`config.mk`:
```
export PLATFORM = sky130hd
export DESIGN_NAME = typed_value_serializer_flat
export DESIGN_NICKNAME = d
export VERILOG_FILES = /design/src/rtl/typed_value_pkg.sv /design/src/rtl/typed_value_serializer_if.sv /design/src/rtl/typed_value_serializer.sv /design/src/flat_wrapper.sv
export SDC_FILE = /design/constraint.sdc
export NUM_CORES = 1
export LEC_CHECK = 0
export CAP_MARGIN = 20
export CORE_AREA = 2 2 101 151
export CTS_BUF_LIST = sky130_fd_sc_hd__clkbuf_2 sky130_fd_sc_hd__clkbuf_4 sky130_fd_sc_hd__clkbuf_8
export CTS_CLUSTER_DIAMETER = 200
export DETAILED_ROUTE_END_ITERATION = 16
export DIE_AREA = 0 0 103 153
export PLACE_DENSITY = 0.5
export SLEW_MARGIN = 20
export SYNTH_ARGS = -nofsm -noshare
export SYNTH_HDL_FRONTEND = slang
export SYNTH_SLANG_ARGS = --single-unit
```
`constraint.sdc`:
```
create_clock -name i_clk -period 3.7 [get_ports i_clk]
set_clock_uncertainty 0.05 [all_clocks]
set_input_delay 1.11 -clock i_clk [delete_from_list [all_inputs] [get_ports i_clk]]
set_output_delay 1.11 -clock i_clk [all_outputs]
set_load 0.01 [all_outputs]
```
`src/rtl/typed_value_pkg.sv`:
```
// Shared types and helpers for the typed-value serializer and the register stage it feeds.
package typed_value_pkg;

    localparam int KIND_W = 2;

    typedef enum logic [KIND_W-1:0] {
        KIND_BYTE,
        KIND_SHORTINT,
        KIND_INT,
        KIND_LONGINT
    } kind_t;

    typedef enum logic {
        ST_IDLE,
        ST_SEND
    } serializer_state_t;

    function automatic logic [3:0] kind_bytes(kind_t kind);
        return 4'd1 << kind;
    endfunction

    // True when data is exactly the zero/sign extension of its low kind-sized bytes.
    function automatic logic ext_ok(logic [63:0] data, kind_t kind, logic is_signed);
        logic [63:0] ext;
        case (kind)
            KIND_BYTE:     ext = is_signed ? {{56{data[7]}},  data[7:0]}  : {56'd0, data[7:0]};
            KIND_SHORTINT: ext = is_signed ? {{48{data[15]}}, data[15:0]} : {48'd0, data[15:0]};
            KIND_INT:      ext = is_signed ? {{32{data[31]}}, data[31:0]} : {32'd0, data[31:0]};
            default:       ext = data;
        endcase
        return ext == data;
    endfunction

endpackage

```
`src/rtl/typed_value_serializer_if.sv`:
```
// Upstream typed-value bus plus downstream byte link of the serializer.
interface typed_value_serializer_if;

    // valid/ready: a transfer happens on a rising clock edge where both valid and ready are
    // high; the source holds valid and payload stable until then, ready never depends on valid.
    logic                              i_valid;
    logic                              o_ready;
    logic [typed_value_pkg::KIND_W-1:0] i_kind;
    logic                              i_signed;
    logic [63:0]                       i_data;
    logic                              o_valid;
    logic                              i_ready;
    logic [7:0]                        o_data;
    logic                              o_first;
    logic                              o_last;
    logic                              o_range_err;

    modport master (
        output i_valid, i_kind, i_signed, i_data, i_ready,
        input  o_ready, o_valid, o_data, o_first, o_last, o_range_err
    );

    modport slave (
        input  i_valid, i_kind, i_signed, i_data, i_ready,
        output o_ready, o_valid, o_data, o_first, o_last, o_range_err
    );

endinterface

```
`src/rtl/typed_value_serializer.sv`:
```
// Serializes one 64-bit typed value into 1/2/4/8 bytes on an 8-bit valid/ready link,
// flagging values that are not a legal extension of their kind.
module typed_value_serializer
    import typed_value_pkg::*;
#(
    parameter bit LSB_FIRST = 1'b1
) (
    input  logic                  i_clk,
    input  logic                  i_rst,
    typed_value_serializer_if.slave bus,
    output serializer_state_t     o_dbg_state
);

    serializer_state_t state_q, state_d;
    logic [63:0]       shift_q, shift_d;
    logic [2:0]        cnt_q, cnt_d;
    logic              first_q, first_d;
    logic              err_q, err_d;

    kind_t             kind;
    logic [3:0]        n_bytes;
    logic              ready;

    assign kind        = kind_t'(bus.i_kind);
    assign n_bytes     = kind_bytes(kind);
    assign ready       = (state_q == ST_IDLE) && !i_rst;
    assign o_dbg_state = state_q;

    always_ff @(posedge i_clk or posedge i_rst) begin
        if (i_rst) begin
            state_q <= ST_IDLE;
            shift_q <= '0;
            cnt_q   <= '0;
            first_q <= 1'b0;
            err_q   <= 1'b0;
        end else begin
            state_q <= state_d;
            shift_q <= shift_d;
            cnt_q   <= cnt_d;
            first_q <= first_d;
            err_q   <= err_d;
        end
    end

    always_comb begin
        state_d         = state_q;
        shift_d         = shift_q;
        cnt_d           = cnt_q;
        first_d         = first_q;
        err_d           = err_q;
        bus.o_ready     = ready;
        bus.o_valid     = 1'b0;
        bus.o_data      = '0;
        bus.o_first     = 1'b0;
        bus.o_last      = 1'b0;
        bus.o_range_err = 1'b0;

        case (state_q)
            ST_IDLE: begin
                if (bus.i_valid && ready) begin
                    state_d = ST_SEND;
                    // MSB-first left-justifies the kind so its top byte lands in [63:56].
                    shift_d = LSB_FIRST ? bus.i_data
                                        : (bus.i_data << (7'd64 - {n_bytes, 3'b000}));
                    cnt_d   = 3'(n_bytes - 4'd1);
                    first_d = 1'b1;
                    err_d   = !ext_ok(bus.i_data, kind, bus.i_signed);
                end
            end
            ST_SEND: begin
                bus.o_valid     = 1'b1;
                bus.o_data      = LSB_FIRST ? shift_q[7:0] : shift_q[63:56];
                bus.o_first     = first_q;
                bus.o_last      = (cnt_q == 3'd0);
                bus.o_range_err = err_q;
                if (bus.i_ready) begin
                    shift_d = LSB_FIRST ? (shift_q >> 8) : (shift_q << 8);
                    cnt_d   = cnt_q - 3'd1;
                    first_d = 1'b0;
                    if (cnt_q == 3'd0) begin
                        state_d = ST_IDLE;
                    end
                end
            end
            default: state_d = ST_IDLE;
        endcase
    end

endmodule

```
`src/flat_wrapper.sv`:
```
// flat-port wrapper written by rule: the top's interface ports become plain ports
module typed_value_serializer_flat import typed_value_pkg::*;
#(
    parameter bit LSB_FIRST = 1'b1
)
  (i_clk, i_rst, o_dbg_state, bus_i_valid, bus_i_kind, bus_i_signed, bus_i_data, bus_i_ready, bus_o_ready, bus_o_valid, bus_o_data, bus_o_first, bus_o_last, bus_o_range_err);
  typed_value_serializer_if bus_i ();
  input  logic i_clk;
  input  logic i_rst;
  output serializer_state_t o_dbg_state;
  input wire logic [$bits(bus_i.i_valid)-1:0] bus_i_valid;
  input wire logic [$bits(bus_i.i_kind)-1:0] bus_i_kind;
  input wire logic [$bits(bus_i.i_signed)-1:0] bus_i_signed;
  input wire logic [$bits(bus_i.i_data)-1:0] bus_i_data;
  input wire logic [$bits(bus_i.i_ready)-1:0] bus_i_ready;
  output wire logic [$bits(bus_i.o_ready)-1:0] bus_o_ready;
  output wire logic [$bits(bus_i.o_valid)-1:0] bus_o_valid;
  output wire logic [$bits(bus_i.o_data)-1:0] bus_o_data;
  output wire logic [$bits(bus_i.o_first)-1:0] bus_o_first;
  output wire logic [$bits(bus_i.o_last)-1:0] bus_o_last;
  output wire logic [$bits(bus_i.o_range_err)-1:0] bus_o_range_err;
  assign bus_i.i_valid = bus_i_valid;
  assign bus_i.i_kind = bus_i_kind;
  assign bus_i.i_signed = bus_i_signed;
  assign bus_i.i_data = bus_i_data;
  assign bus_i.i_ready = bus_i_ready;
  assign bus_o_ready = bus_i.o_ready;
  assign bus_o_valid = bus_i.o_valid;
  assign bus_o_data = bus_i.o_data;
  assign bus_o_first = bus_i.o_first;
  assign bus_o_last = bus_i.o_last;
  assign bus_o_range_err = bus_i.o_range_err;
  typed_value_serializer #(.LSB_FIRST(LSB_FIRST)) u_core (.i_clk(i_clk), .i_rst(i_rst), .bus(bus_i), .o_dbg_state(o_dbg_state));
endmodule
```
==> impl_metrics.ini <==
[route]
drtPass1Iterations = 4
routed-via-count = 2901
vias_per_cell = 4.561
drc = 0
first_iter_violations = 100
drt_wl_total_um = 9641
antenna_left = 0
wl_per_cell_um = 15.16

[worst_setup_path]
start_kind = input port
crit_fanout = 3
crit_chain = clkdlybuf4s50_1 > nor2_1 > clkdlybuf4s50_1
cp_data_required_time_ns = 2.54
end_kind = primary output
worst-path-buf-inv = 2
arrival_ns = 2.28
critPathKind = input port to primary output
cp_common_cell = clkdlybuf4s50_1
max_stage_delay_ns = 0.55
crit_slowest_cell = clkdlybuf4s50_1
crit_family = buffers and inverters

[clocking]
clock_sinks = 70
cts_buffers = 9
clk_pin_slew_ns = 0.07
ctsHoldBuffers = 0
cts_tree = yes
cts_resized = 0
cts_root_buf = clkbuf_8
h-tree-depth = 3
clock_latency_ns = 0.35
post_cts_buffers = 0
cts.path.max_buffers = 2

[final_layout]
fin_area_um2 = 4797
nets = 507
syn_to_final_growth_pct = 35.38
drive_gt1_frac = 0.06136
diodes = 0
fin_util = 0.3318

[power_and_ir_drop]
ir_worst_vdd_uv = 212.4
powerDensity_nw_per_um2 = 673.7
p_leak_nw = 2.094

[global_route]
track_usage = 0.1287
grt_max_degree = 66
antenna_found_initial = 0
gr-total-overflow = 0
grt_first_pass_wirelength_um = 15530
grt_pass1_vias = 2943

[floorplanning]
die_w_um = 103
core_area_um2 = 14460
io_pins = 85
row_count = 54
die_y_um = 153
die_area_um2 = 15760
initial_core_util = 0.2451

[timing]
tightest_slew_ns = 0.6399
post-route-period-util = 0.9294
setup_violations = 0
rsz0062_at_grt = no
fmax_mhz = 290.8
finalHoldViolations = 0
slew_viol_final = 0
setup_ws_ns = 0.2612
setup-tns-final_ns = 0
fin_crit_ns = 3.439
relSlewSlack = 0.5727

[synthesis]
synth_edf_count = 0
synth_top_cell_by_area = dfrtp_1
seq_area_frac_synth = 0.4944
yosys_warnings = 0
synth_cell_types = 33
yosys_register_bits = 70
syn_area_per_cell_um2 = 9.898
synth_area_leaders = dfrtp_1 (49%), mux2i_1 (16%), o21ai_0 (8.2%), nand2_1 (6.6%), nand4_1 (3.2%)
synth_ff_type = dfrtp_1
yosysTopAreaCellShare = 0.4944
netlist_area_um2 = 3543
synthArstFlopShare = 1.000
synth_nets = 430
syn_inst = 358

[hold_path]
min_path_type = flip-flop to flip-flop

[place]
gp_congestion = 0.7592
port_buffers = 84
placed_area_um2 = 4588
place.detailed.hpwl_um = 7113
dpl_worst_slack_ns = 0.2459

[run_status]
status = finished, final reports clean

[flow_run]
cap_violations = 0
-- where the power goes --
part           switching [mW]  internal [mW]  total (mW)  leakage (nW)
combinational           0.620          0.623        1.24          1.10
sequential              0.243           1.09        1.34         0.886
clock                   0.303          0.348       0.652         0.109
total                    1.17           2.07        3.23          2.09
-- path summary, 6_finish.rpt --
path                                                     from                             to  slack [ns]  depth (start not counted)
worst max-delay path                                    i_rst                    bus_o_ready        0.26                          3
worst min-delay path            u_core.shift_q[2]$_DFFE_PP0P_  u_core.shift_q[2]$_DFFE_PP0P_        0.42                          2
worst max register to register   u_core.o_dbg_state$_DFF_PP0_    u_core.cnt_q[2]$_DFFE_PP0P_        1.13                          8
worst min register to register  u_core.shift_q[2]$_DFFE_PP0P_  u_core.shift_q[2]$_DFFE_PP0P_        0.42                          2
max in group asynchronous                               i_rst  u_core.shift_q[0]$_DFFE_PP0P_        1.69                          3
min in group asynchronous                               i_rst     u_core.first_q$_DFFE_PP0P_        1.23                          2
-- placed cells by master, fill, tap and decap left out, types with 2 or more instances in the layout --
cell	instances
nor4_1	17
nand3_1	2
clkinv_4	2
clkbuf_8	11
a22o_1	8
clkinv_2	2
nor2_1	3
o21ai_0	58
nand3b_1	2
dfrtp_1	69
a21oi_1	4
nand4_1	18
buf_4	5
mux2i_1	57
and2_1	11
nor3_1	3
nand2b_1	2
a21o_1	3
nand2_1	62
clkdlybuf4s50_1	84
-- flip-flops by register name, summed over array words and instances (netlist names) --
signal and flops:
u_core.shift_q 64, u_core.cnt_q 3, u_core.err_q 1, u_core.first_q 1
u_core.o_dbg_state 1
-- per-layer routing --
layer	part of all wire	global-route usage
met5	0	0
met2	0.48	0.1991
met1	0.44	0.1679
met3	0.048	0.02378
met4	0.029	0.06830
-- metrics by stage --
step	hold WS [ns]	instances	power, mW
after floorplan	0.3918	358	2.166
after global placement	0.4039	620	2.578
after detailed placement	0.4127	620	2.625
after CTS	0.4302	636	3.288
after global routing	0.4538	636	3.498
final	0.4245	636	3.232
-- kinds of logic after synthesis --
family / count (synthesis) / synth area share
buffers and inverters: 25 / 0.03213
adder cells (fa/ha/maj): 1 / 0.003531
AND/OR/NAND/NOR: 124 / 0.1758
XOR/XNOR: 1 / 0.002472
AO/OA/AOI/OAI: 79 / 0.1275
flip-flops: 70 / 0.4944
multiplexers: 58 / 0.1642
-- synthesized netlist by cell type, drive strengths merged (3+ instances only) --
cell type	count
dfrtp	70
nor4	17
nor3	3
nand2	62
clkbuf	15
o21ai	59
and2	11
a21oi	5
nor2	3
a21o	3
mux2i	57
nand4	18
buf	9
a22o	8
-- tightest hold or removal path: stages, from the launching register on --
cell     delay [ns]
dfrtp_1        0.34
nand2_1        0.04
o21ai_0        0.06
-- cell type report --
type | count | area [µm²]
tap | 196 | 245.2
inverter | 1 | 3.754
timing repair buffer | 90 | 898.4
fill | 1562 | 9662
clock inverter | 5 | 57.56
sequential | 70 | 1755
multi-input combinational | 263 | 1685
clock buffer | 11 | 151.4
Power figures use the tool's default switching activity.
